$ cat src/rtl/conv_stage1_divider.sv
// Sequential radix-2 restoring divider, 8-bit dividend by 4-bit divisor, one quotient bit per clock.
// Define CONV_DIV_SIGNED_EN for two's-complement operands (truncating division).
`timescale 1ns / 1ps
module conv_stage1_divider (
  input  logic       clk_i,
  input  logic       rst_ni,
  input  logic       start_i,
  input  logic [7:0] dividend_i,
  input  logic [3:0] divisor_i,
  output logic       busy_o,
  output logic       done_o,
  output logic [7:0] quot_o,
  output logic [3:0] rem_o,
  output logic       dz_o
);

  typedef enum logic [1:0] {StIdle, StRun, StDone} state_e;

  state_e     state_q, state_d;
  logic [7:0] dvd_q, dvd_d;
  logic [3:0] dvs_q, dvs_d;
  logic [4:0] r_q, r_d;
  logic [2:0] cnt_q, cnt_d;
  logic [7:0] qsh_q, qsh_d;
  logic [7:0] quot_q, quot_d;
  logic [3:0] rem_q, rem_d;
  logic       dz_q, dz_d;

  logic [7:0] dvd_mag, q_step, quot_fin;
  logic [3:0] dvs_mag, rem_fin;
  logic [4:0] r_shift, r_step;
  logic       qbit;

  // One restoring step: shift in the next dividend bit, subtract if it fits.
  assign r_shift = {r_q[3:0], dvd_q[7]};
  assign qbit    = (r_shift >= {1'b0, dvs_q});
  assign r_step  = qbit ? (r_shift - {1'b0, dvs_q}) : r_shift;
  assign q_step  = {qsh_q[6:0], qbit};

`ifdef CONV_DIV_SIGNED_EN
  logic negq_q, negq_d, negr_q, negr_d;

  // Magnitude of -128 is 8'h80, which the unsigned core handles directly.
  assign dvd_mag  = dividend_i[7] ? (~dividend_i + 8'd1) : dividend_i;
  assign dvs_mag  = divisor_i[3] ? (~divisor_i + 4'd1) : divisor_i;
  assign quot_fin = negq_q ? (~q_step + 8'd1) : q_step;
  assign rem_fin  = negr_q ? (~r_step[3:0] + 4'd1) : r_step[3:0];
`else
  assign dvd_mag  = dividend_i;
  assign dvs_mag  = divisor_i;
  assign quot_fin = q_step;
  assign rem_fin  = r_step[3:0];
`endif

  always_comb begin
    state_d = state_q;
    dvd_d   = dvd_q;
    dvs_d   = dvs_q;
    r_d     = r_q;
    cnt_d   = cnt_q;
    qsh_d   = qsh_q;
    quot_d  = quot_q;
    rem_d   = rem_q;
    dz_d    = dz_q;
`ifdef CONV_DIV_SIGNED_EN
    negq_d  = negq_q;
    negr_d  = negr_q;
`endif
    case (state_q)
      StIdle, StDone: begin
        if (!start_i) begin
          state_d = StIdle;
        end else if (divisor_i == 4'd0) begin
          state_d = StDone;
          quot_d  = 8'hFF;
          rem_d   = 4'h0;
          dz_d    = 1'b1;
        end else begin
          state_d = StRun;
          dvd_d   = dvd_mag;
          dvs_d   = dvs_mag;
          r_d     = 5'd0;
          cnt_d   = 3'd0;
          qsh_d   = 8'd0;
`ifdef CONV_DIV_SIGNED_EN
          negq_d  = dividend_i[7] ^ divisor_i[3];
          negr_d  = dividend_i[7];
`endif
        end
      end
      StRun: begin
        dvd_d = {dvd_q[6:0], 1'b0};
        r_d   = r_step;
        qsh_d = q_step;
        cnt_d = cnt_q + 3'd1;
        if (cnt_q == 3'd7) begin
          state_d = StDone;
          quot_d  = quot_fin;
          rem_d   = rem_fin;
          dz_d    = 1'b0;
        end
      end
      default: state_d = StIdle;
    endcase
  end

  always_ff @(posedge clk_i or negedge rst_ni) begin
    if (!rst_ni) begin
      state_q <= StIdle;
      dvd_q   <= 8'd0;
      dvs_q   <= 4'd0;
      r_q     <= 5'd0;
      cnt_q   <= 3'd0;
      qsh_q   <= 8'd0;
      quot_q  <= 8'd0;
      rem_q   <= 4'd0;
      dz_q    <= 1'b0;
`ifdef CONV_DIV_SIGNED_EN
      negq_q  <= 1'b0;
      negr_q  <= 1'b0;
`endif
    end else begin
      state_q <= state_d;
      dvd_q   <= dvd_d;
      dvs_q   <= dvs_d;
      r_q     <= r_d;
      cnt_q   <= cnt_d;
      qsh_q   <= qsh_d;
      quot_q  <= quot_d;
      rem_q   <= rem_d;
      dz_q    <= dz_d;
`ifdef CONV_DIV_SIGNED_EN
      negq_q  <= negq_d;
      negr_q  <= negr_d;
`endif
    end
  end

  assign busy_o = (state_q == StRun);
  assign done_o = (state_q == StDone);
  assign quot_o = quot_q;
  assign rem_o  = rem_q;
  assign dz_o   = dz_q;

endmodule

$ cat config.mk
export PLATFORM = sky130hd
export DESIGN_NAME = conv_stage1_divider
export DESIGN_NICKNAME = d
export VERILOG_FILES = /design/src/rtl/conv_stage1_divider.sv
export SDC_FILE = /design/constraint.sdc
export NUM_CORES = 1
export LEC_CHECK = 0
export BUFFER_PORTS_ARGS = -buffer_cell sky130_fd_sc_hd__buf_2
export CORE_MARGIN = 2
export CORE_UTILIZATION = 40
export CTS_CLUSTER_DIAMETER = 80
export DETAILED_ROUTE_END_ITERATION = 10
export PLACE_DENSITY = 0.71
export SYNTH_ARGS = -nofsm -noshare
export SYNTH_HDL_FRONTEND = slang
export SYNTH_SLANG_ARGS = --single-unit
export TNS_END_PERCENT = 100
$ cat constraint.sdc
create_clock -name clk_i -period 1.75 [get_ports clk_i]
set_clock_uncertainty 0.05 [all_clocks]
set_input_delay 0.0875 -clock clk_i [delete_from_list [all_inputs] [get_ports clk_i]]
set_output_delay 0.0875 -clock clk_i [all_outputs]
set_load 0.005 [all_outputs]
==> impl_metrics.tcl, run 1 <==
set metrics [dict create \
    die_area_mm2 0.005388 \
    dieHeight_um 73.41 \
    fin_crit_sh_pct 99.36 \
    cts.sinks 41 \
    endpoint_kind "flip-flop" \
    pre_cts_slack_ps -53.18 \
    grt_max_degree 30 \
    synthToLayoutAreaGrowth_pct 26.82 \
    finalNetCount 258 \
    die_x_um 73.41 \
    ctsLongestPathBuffers 2 \
    rows 25 \
    cts_tree "built" \
    postRouteAntennaNets 0 \
    swShare_pct 38.24 \
    cts_buffers 5 \
    critPathLaunchType "flip-flop" \
    yosysUniqueCellTypes 38 \
    ys_seq_area_share_pct 53.25 \
    leakagePower_uw 0.001128 \
    drt-total-wl_mm 3.700 \
    vias 1444 \
    hold_class "input pin to flip-flop" \
    rsz0062_at_grt "yes" \
    hpwlAfterDp_mm 2.612 \
    ys_ff_latch 41 \
    status "finished clean" \
    fin_cells 290 \
    async_flop_share_pct 100.0 \
    final_cell_mix "dfrtp_1, nand2_1, buf_2" \
    cp.arrival_ps 1910 \
    cp.required_ps 1920 \
    wire_per_inst_um 12.76 \
    place.port_buffers 29 \
    fin_ws_ps 11.25 \
    antenna_found_initial 0 \
    pwr_density_cell_mw_per_mm2 1967 \
    grt_usage_pct 16.04 \
    drtPass1Iterations 5 \
    layout_commonest_cell "dfrtp_1" \
    htreeDepth 2 \
    yosysWarnings 0 \
    hold_viol 0 \
    core_mm2 0.004692 \
    crit_path_max_fanout 4 \
    clk_latency_ps 290 \
    intPower_uw 2969 \
    max_freq_ghz 0.5751 \
    max_slew_margin_pct 68.49 \
    syn-cell-area_mm2 0.001927 \
    initial_core_util_pct 41.07 \
    syn_inst 190 \
    synth_edf_count 0 \
    first_global_vias 1456 \
    setup_viol 0 \
    drt_iter0_drc 57 \
    comb_power_share_pct 52.9 \
    finalCriticalPeriod_ps 1739 \
    worstMarginPinSlew_ps 472.7 \
    ys.flop_type "dfrtp_1" \
    cap_viol_max_count 0 \
    clock_power_share_pct 13.1 \
    dp_cells 276 \
    syn_nets 212 \
    syn_area_per_cell_um2 10.14 \
    holdWs_ps 26.21 \
    worstSetupPathType "flip-flop to flip-flop" \
    gp_congestion 0.7748 \
    path_clk_slew_ps 80 \
    root_buffer "clkbuf_8" \
    viasPerCell 4.979 \
    drive_gt1_share_pct 31.78 \
    slew_viol_final 0 \
    pwr-share-seq_pct 33.9 \
    grt_pass1_wl_mm 6.499 \
    p_sw_uw 1838 \
    peakVddDrop_mv 0.9042 \
    io_pins 30 \
    drc_errors 0 \
    grt_overflow_total 0 \
    num_antenna_cells 0 \
]
-- critical path, cell delays in order, from the launching register on --
cell     delay, ps
dfrtp_1        430
ha_4           250
a21oi_4        170
o21ai_4         90
a21oi_4        200
mux2_4         340
o22ai_2        130
-- registers in the layout (all words and copies together) (netlist names) --
| name | cells |
|---|---|
| cnt_q | 3 |
| qsh_q | 7 |
| r_q | 4 |
| dvs_q | 4 |
| dz_o | 1 |
| rem_o | 4 |
| dvd_q | 8 |
| quot_o | 8 |
| state_q | 2 |
-- cell type report --
type                            instances  area [um2]
Timing Repair Buffer                   48       325.3
Clock inverter                          1       7.507
Tap cell                               54       67.56
Inverter                                8       35.03
Multi-Input combinational cell        132       899.6
Clock buffer                            6       82.58
Sequential cell                        41        1026
Fill cell                             423        2248
-- cell families after synthesis --
logic type | Yosys count | share of synthesized area [%]
muxes | 12 | 7.078
adders and majority gates | 7 | 4.935
xor gates and xnor gates | 1 | 0.4546
AOI/OAI and AO/OA | 48 | 15.65
DFF | 41 | 53.25
and+or+nand+nor | 64 | 14.35
buffers and inverters | 17 | 4.285
-- cells in the mapped netlist, drive strengths merged (2+ instances only) --
cell type	n	area [um2]
a21o	2	15.01
a21oi	17	111.4
buf	5	32.53
clkbuf	4	15.01
dfrtp	41	1026
ha	6	75.07
inv	7	26.27
mux2	4	56.30
mux2i	8	80.08
nand2	39	148.9
nand2b	3	18.77
nor2	15	56.30
nor2b	2	12.51
o21ai	20	103.9
o22ai	5	37.53
-- power by group through the flow --
stage	registers [uW]	logic, uW	clock network, uW
2_1_floorplan	1610	1630	0
3_3_place_gp	1640	2220	0
3_5_place_dp	1650	2300	0
4_1_cts	1630	2480	647
5_1_grt	1690	2850	701
6_report	1630	2540	632
-- routing by layer --
metal | wire (um) | share of wire [%] | global-route usage, % | vias to the layer above
li1 | - | - | - | 730
met1 | 1798 | 49 | 22.26 | 679
met2 | 1693 | 46 | 23.52 | 30
met3 | 158 | 4.3 | 4.938 | 5
met4 | 50 | 1.4 | 6.263 | 0
met5 | 0 | 0 | 0 | -
-- repair_timing --
item,4_1_cts,5_1_grt
hold endpoints to repair,23,0
resized for setup,6,7
buffers inserted,2,0
setup endpoints to repair,6,10
pin swaps,2,2
hold buffers,5,0
-- per-stage QoR --
stage          total power (uW)  setup TNS [ps]  instance area (um2)  utilization, %
6_report                   4807               0                 2444           52.08
5_1_grt                    5240          -243.6                 2444           52.08
4_1_cts                    4756          -7.100                 2412           51.41
3_5_place_dp               3944          -99.13                 2222           47.36
3_3_place_gp               3858          -9.107                 2222           47.36
2_1_floorplan              3238               0                 1939               -
-- worst paths after layout --
kind / start / end / slack [ps] / depth (start not counted)
min in group asynchronous: rst_ni / dvs_q[3] / 230 / 2
max: r_q[1] / r_q[1] / 10 / 6
max reg2reg: r_q[1] / r_q[1] / 10 / 6
min reg2reg: dz_o / dz_o / 440 / 1
max in group asynchronous: rst_ni / rem_o[0] / 950 / 3
min: divisor_i[0] / dvs_q[0] / 30 / 2
Power figures use the tool's default switching activity.
==> run 2: changes to the inputs <==
CORE_UTILIZATION = 45   (was 40)
PLACE_DENSITY = 0.77   (was 0.71)
==> run 2 against run 1 <==
Against the previous run: the run now ends with setup timing left; non-clock buffer count increased by 6; clock-buffer cell count is the same; critical path depth unchanged; register-to-register slack worse by 40 ps; critical path type unchanged; highest routed layer unchanged.
==> impl_metrics.tcl, run 2 (synthesis results as in run 1) <==
set metrics [dict create \
    drive_gt1_share_pct 32.92 \
    grt_pass1_wl_mm 6.306 \
    max_slew_margin_pct 65.84 \
    status "finished, violations left" \
    max_freq_ghz 0.5635 \
    rows 23 \
    cpPeakStageDelay_ps 430 \
    finalNetCount 264 \
    path_clk_slew_ps 70 \
    violations "setup timing" \
    die_x_um 69.44 \
    initial_core_util_pct 47.49 \
    grt_usage_pct 16.54 \
    r2r-start "r_q[1]" \
    cts_tree "built" \
    hold_class "input pin to flip-flop" \
    postRouteAntennaNets 0 \
    leakagePower_uw 0.001156 \
    die_area_mm2 0.004821 \
    fin_crit_sh_pct 101.4 \
    peakVddDrop_mv 0.8834 \
    crit_start "r_q[1]" \
    cp_common_cell "a21oi_4" \
    cts_buffers 5 \
    hpwlAfterDp_mm 2.664 \
    vias 1488 \
    critical-path-slowest-cell "dfrtp_1" \
    drt-total-wl_mm 3.778 \
    worstMarginPinSlew_ps 512.4 \
    clk_latency_ps 290 \
    grt_overflow_total 0 \
    dieHeight_um 69.44 \
    cp.required_ps 1910 \
    core_mm2 0.004058 \
    num_antenna_cells 0 \
    crit_path_max_fanout 4 \
    endpoint_kind "flip-flop" \
    rsz0062_at_grt "yes" \
    root_buffer "clkbuf_8" \
    hp-start "dividend_i[7]" \
    finalCriticalPeriod_ps 1775 \
    cp.arrival_ps 1940 \
    setup_viol 2 \
    antenna_found_initial 0 \
    hold_viol 0 \
    cap_viol_max_count 0 \
    synthToLayoutAreaGrowth_pct 27.79 \
    htreeDepth 2 \
    critPathLaunchType "flip-flop" \
    postPlaceCellArea_mm2 0.002240 \
    io_pins 30 \
    final_cell_mix "dfrtp_1, nand2_1, buf_2" \
    pwr_density_cell_mw_per_mm2 1951 \
    first_global_vias 1456 \
    gp_congestion 0.8098 \
    cts.sinks 41 \
    drc_errors 0 \
    wire_per_inst_um 12.89 \
    viasPerCell 5.078 \
    slew_viol_final 0 \
    fin_ws_ps -24.77 \
    drt_iter0_drc 62 \
    grt_max_degree 30 \
    ctsLongestPathBuffers 2 \
    place.port_buffers 29 \
    layout_commonest_cell "dfrtp_1" \
    post-route-cell-area_mm2 0.002462 \
    cp_cell_sequence "ha_4, a21oi_4, o21ai_4, a21oi_4, mux2_4, o22ai_2" \
    drtPass1Iterations 4 \
    pre_cts_slack_ps -54.42 \
    worstSetupPathType "flip-flop to flip-flop" \
]
==> run 2: per-layer routing <==
layer | global-route usage [%] | vias to the layer above | part of all wire [%]
li1 | - | 747 | -
met4 | 9.368 | 0 | 2.0
met5 | 0 | - | 0
met3 | 3.198 | 5 | 4.1
met2 | 26.39 | 36 | 47
met1 | 21.00 | 700 | 46
==> run 2: where the power goes <==
group / internal [uW] / switching, uW / leakage, uW
sequential: 1380 / 254 / 0.000508
clock: 276 / 312 / 0.0000450
combinational: 1310 / 1280 / 0.000603
==> run 2: worst paths after layout <==
path,endpoint,slack [ps],cells past startpoint
hold reg to reg,dz_o,430,1
hold / removal,dvd_q[7],30,3
min in group asynchronous,dvs_q[3],250,2
setup / recovery,r_q[1],-20,6
setup reg to reg,r_q[1],-20,6
max in group asynchronous,quot_o[1],920,3
==> run 2: stage by stage <==
| step | utilization [%] | total power, uW | hold slack (ps) | std cells | setup TNS, ps |
|---|---|---|---|---|---|
| floorplan | - | 3238 | -258.1 | 190 | 0 |
| global placement | 55.20 | 3884 | 30.51 | 275 | -9.783 |
| detailed placement | 55.20 | 3972 | 35.64 | 275 | -135.4 |
| CTS | 58.83 | 4648 | 8.842 | 289 | -159.7 |
| global route | 60.68 | 5210 | 37.28 | 293 | -419.5 |
| finish | 60.68 | 4804 | 26.91 | 293 | -45.09 |
==> run 2: final cells by class <==
class / count / area [um2]
multi-input cells: 132 / 885.9
clock inverters: 2 / 10.01
clock buffers: 6 / 72.57
inverters: 8 / 35.03
well taps: 50 / 62.56
repair buffers: 54 / 370.4
flip-flops and latches: 41 / 1026
fillers: 342 / 1595
==> run 2: critical path, delay by kind of cell, from the launching register on <==
kind / cells / cell delay (ps)
AOI/OAI and AO/OA: 4 / 640
DFF: 1 / 430
muxes: 1 / 330
adders and majority gates: 1 / 260
==> run 2: what timing repair did <==
| item | CTS | global route |
|---|---|---|
| pin swaps | 4 | 3 |
| hold endpoints to repair | 24 | 0 |
| gates resized for setup | 3 | 8 |
| buffers inserted | 1 | 4 |
| setup endpoints to repair | 7 | 11 |
| gates cloned | 0 | 0 |
| hold buffers | 5 | 0 |
